--- src/rtl/sub_pkg.sv ---
// sub_pkg: shared constants for the borrow-propagating subtractor slice
package sub_pkg;
    localparam int SUB_DEFAULT_WIDTH = 1;
endpackage

--- src/rtl/full_subtractor_cell.sv ---
// full_subtractor_cell: 1-bit combinational full subtractor (a - b - bin)
module full_subtractor_cell (
    input  logic a,
    input  logic b,
    input  logic bin,
    output logic diff,
    output logic bout
);
    assign diff = a ^ b ^ bin;
    assign bout = (~a & b) | (~a & bin) | (b & bin);
endmodule

--- src/rtl/full_subtractor_design.sv ---
// full_subtractor_design: ripple-borrow a - b - bin with optional registered output stage
module full_subtractor_design
    import sub_pkg::*;
#(
    parameter int WIDTH   = SUB_DEFAULT_WIDTH,
    parameter bit REG_OUT = 1'b1
) (
    input  logic             clk,
    input  logic             rst_n,
    input  logic             in_valid,
    input  logic [WIDTH-1:0] a,
    input  logic [WIDTH-1:0] b,
    input  logic             bin,
    output logic [WIDTH-1:0] diff,
    output logic             bout,
    output logic             out_valid
);
    logic [WIDTH:0]   br;
    logic [WIDTH-1:0] d;
    assign br[0] = bin;
    for (genvar i = 0; i < WIDTH; i++) begin : g_cell
        full_subtractor_cell u_cell (
            .a   (a[i]),
            .b   (b[i]),
            .bin (br[i]),
            .diff(d[i]),
            .bout(br[i+1])
        );
    end
    if (REG_OUT) begin : g_reg
        // result registers only load on accepted operands; idle cycles hold the last result
        always_ff @(posedge clk or negedge rst_n) begin
            if (!rst_n) begin
                diff      <= '0;
                bout      <= 1'b0;
                out_valid <= 1'b0;
            end else begin
                out_valid <= in_valid;
                if (in_valid) begin
                    diff <= d;
                    bout <= br[WIDTH];
                end
            end
        end
    end else begin : g_comb
        logic unused_clk;
        assign unused_clk = clk;
        assign diff      = d;
        assign bout      = br[WIDTH];
        assign out_valid = in_valid & rst_n;
    end
endmodule

--- config.mk ---
export PLATFORM = sky130hd
export DESIGN_NAME = full_subtractor_design
export DESIGN_NICKNAME = d
export VERILOG_FILES = /design/src/rtl/sub_pkg.sv /design/src/rtl/full_subtractor_cell.sv /design/src/rtl/full_subtractor_design.sv
export SDC_FILE = /design/constraint.sdc
export NUM_CORES = 1
export LEC_CHECK = 0
export BUFFER_PORTS_ARGS = -buffer_cell sky130_fd_sc_hd__buf_2
export CAP_MARGIN = 40
export CORE_AREA = 4 4 41 43
export DETAILED_ROUTE_END_ITERATION = 10
export DIE_AREA = 0 0 45 47
export GPL_TIMING_DRIVEN = 0
export PLACE_DENSITY_LB_ADDON = 0.15
export SLEW_MARGIN = 20
export SYNTH_ARGS = -nofsm -noshare
export SYNTH_HDL_FRONTEND = slang
export SYNTH_SLANG_ARGS = --single-unit
--- constraint.sdc ---
create_clock -name clk -period 0.8 [get_ports clk]
set_input_delay 0.12 -clock clk [delete_from_list [all_inputs] [get_ports clk]]
set_output_delay 0.12 -clock clk [all_outputs]
set_load 0.02 [all_outputs]
==> results.txt <==
----------------------------------------------------
[Worst setup path]
  Delay-heaviest family, CP ... flip-flops
  Crit-path max cell delay ... roughly 0.39 ns
  Count of buffering cells on the critical path with inverters included ... 1
  Critical path start-end classification ... reg -> out
  Category of the worst setup path launch point ... register
  Arrival time reported for the critical path endpoint ... roughly 0.76 ns
  Cell-by-cell trace of the critical path ... buf_6
  Largest fanout on the critical path ... 2
  Endpoint kind of the worst setup timing path ... primary output
  Worst path required time ... 0.68 ns
  Worst path slowest cell ... dfrtp_1

[CTS]
  Clock edge transition at the registers on the reported setup and hold paths ... approximately 0.040 ns
  Number of buffers inserted during clock tree synthesis ... 3
  Clock insertion delay at the later pin of the skew report ... between 0.2 and 0.25 ns
  Clock tree from TritonCTS ... built
  Clock Root Buffer ... clkbuf_4
  Clk sink count ... 3
  Max H-tree Level ... 1
  Bufs on Longest Clock Path ... 2

[Die]
  Number of top-level pins ... 9
  Overall die area ... around 2100 sq um
  Number of cell rows ... 13
  Placeable core area ... 1300 sq um
  Overall die height ... 47 um
  Die width ... 45 um
  Effective utilization at floorplan ... under 10%

[Timing]
  Final cycle utilization of the critical path ... 110%
  Count of final max-slew check failures ... 0
  Max Clock Freq ... ~1.1 GHz
  Clock skew ... 0 ns
  Number of endpoints failing setup at the final stage ... 3
  Setup WS post-layout ... -0.0834 ns
  RSZ-0062 raised after global routing ... yes
  Transition time at the pin with the least slew margin ... approximately 0.11 ns
  Fin crit period ... about 0.88 ns
  Hold Fails Final Rpt ... 0
  Slew Limit Headroom ... about 92%

[Global routing]
  Via count of the first global-routing pass ... approximately 140
  Total GRT Usage ... ~4.4%
  Maximum number of pins on one net before global-route repair ... 5
  Leftover overflow at the end of global routing ... 0
  Global-route wire length before repair ... 545 um
  Number of antenna violations at the first check in global routing ... 0

[Place]
  Setup WS pre-CTS ... -0.183 ns
  Port-buffer cells ... 8
  Dpl cells ... 31
  Global placer's final weighted congestion ... about 0.55

[Layout]
  Leading cell types in the layout, fill and taps excluded ... buf_2, dfrtp_1, clkbuf_4, buf_6
  Area of the multi-input gates ... 48.8 sq um
  Synthesis-to-finish area growth ... 103%
  Area taken by flip-flops and latches ... between 70 and 80 sq um
  Final non-filler cell total ... 37
  Leading cell type in the layout, fill and taps excluded ... buf_2
  Filler cells ... between 150 and 200
  Total Nets Final ... 30
  Fraction of final layout cells with drive strength greater than 1 ... 68.2%
  Number of antenna cells inserted ... 0

[Drt]
  Initial DRT Pass Iterations ... 1
  DR vias ... 113
  DRC errors left ... 0
  Number of DRC violations after detailed-routing iteration 0 ... 0
  Drt total wl ... between 300 and 400 um
  Average routed wire per standard cell ... between 8 and 9 um
  Post-route antenna net violation count ... 0
  Detailed-route vias per instance ... about 3.1

[Synth]
  Sequential cell area fraction in the yosys report ... about three fifths
  Syn Inst Count ... 8
  Register bit count reported by yosys ... 3
  Average cell area after synthesis ... 15.3 sq um
  Net count after synthesis ... 15
  Number of warnings printed during yosys synthesis ... 0
  Count of distinct cell types in the synthesized netlist ... 6
  Cell area after technology mapping ... ~120 sq um

[Power and ir drop]
  Highest ir drop seen on vdd ... ~0.32 mV
  Leakage ... ~0.00012 uW
  Total power draw ... between 500 and 600 uW
  Power per cell area ... approximately 2300 nW/um^2

[Outcome]
  Result of the run ... finished, violations left
  Failing checks ... setup timing

[Hold path]
  Worst hold path class ... in -> reg

[Flow run]
  Max-capacitance violation count ... 0

----------------------------------------------------
==> cell usage after synthesis <==
library cell | instances | share of area, %
a21oi_1 | 1 | 4.1
inv_1 | 1 | 3.1
nor2_1 | 1 | 3.1
dfrtp_1 | 3 | 61
mux2_4 | 1 | 12
fa_1 | 1 | 16
==> registers in the layout, indices dropped and copies added (netlist names) <==
name       cells
bout           1
diff           1
out_valid      1
==> stage by stage <==
step / instance area (sq um) / TNS, ns / hold WS, ns / util, %
2_1_floorplan: 125 / -0.0638 / -0.176 / -
3_3_place_gp: 184 / -0.330 / -0.0836 / 14.1
3_5_place_dp: 184 / -0.345 / -0.0791 / 14.1
4_1_cts: 246 / -0.229 / 0.0480 / 18.9
5_1_grt: 249 / -0.285 / 0.0658 / 19.1
6_report: 249 / -0.183 / 0.0686 / 19.1
==> report_power, final <==
group | total (uW) | switching [uW] | internal (uW)
clock network | 265 | 77.9 | 187
registers | 181 | 11.9 | 169
logic | 121 | 51.0 | 69.6
==> layer usage <==
metal  GRT usage, %  vias to the layer above  share of wire, %
li1               -                       52                 -
met1           4.36                       50                46
met2           4.24                        9                37
met3           3.45                        2                15
met4           7.02                        0               1.3
met5              0                        -                 0
==> worst paths after layout <==
path / from / endpoint / slack [ns] / depth (start not counted)
worst max register to register: bout$_DFFE_PN0P_ / bout$_DFFE_PN0P_ / 0.02 / 1
worst min register to register: bout$_DFFE_PN0P_ / bout$_DFFE_PN0P_ / 0.55 / 1
min in group asynchronous: rst_n / diff$_DFFE_PN0P_ / 0.22 / 2
max in group asynchronous: rst_n / out_valid$_DFF_PN0_ / 0.47 / 2
worst min-delay path: in_valid / out_valid$_DFF_PN0_ / 0.07 / 1
worst max-delay path: bout$_DFFE_PN0P_ / bout / -0.08 / 1
==> area by class of cell <==
| type | count | share of cell area, % |
|---|---|---|
| repair buffers | 10 | 30.7 |
| flip-flops and latches | 3 | 30.2 |
| multi-input cells | 4 | 19.6 |
| clock buffers | 4 | 10.6 |
| well taps | 15 | 7.54 |
| inverters | 1 | 1.51 |
==> cell families (layout without fill, tap and decap cells) <==
group | count (synthesis) | count (layout) | synth area share (%)
simple gates | 1 | 1 | 3.06
fa+ha+maj | 1 | 1 | 16.3
buf+inv | 1 | 15 | 3.06
compound gates | 1 | 1 | 4.08
flops | 3 | 3 | 61.2
mux | 1 | 1 | 12.2
==> repair_timing <==
item,CTS,global route
hold buffers,1,0
endpoints found under the setup margin,3,4
buffers inserted,1,0
gates resized for setup,6,1
endpoints found under the hold margin,3,0
Power figures use the tool's default switching activity.
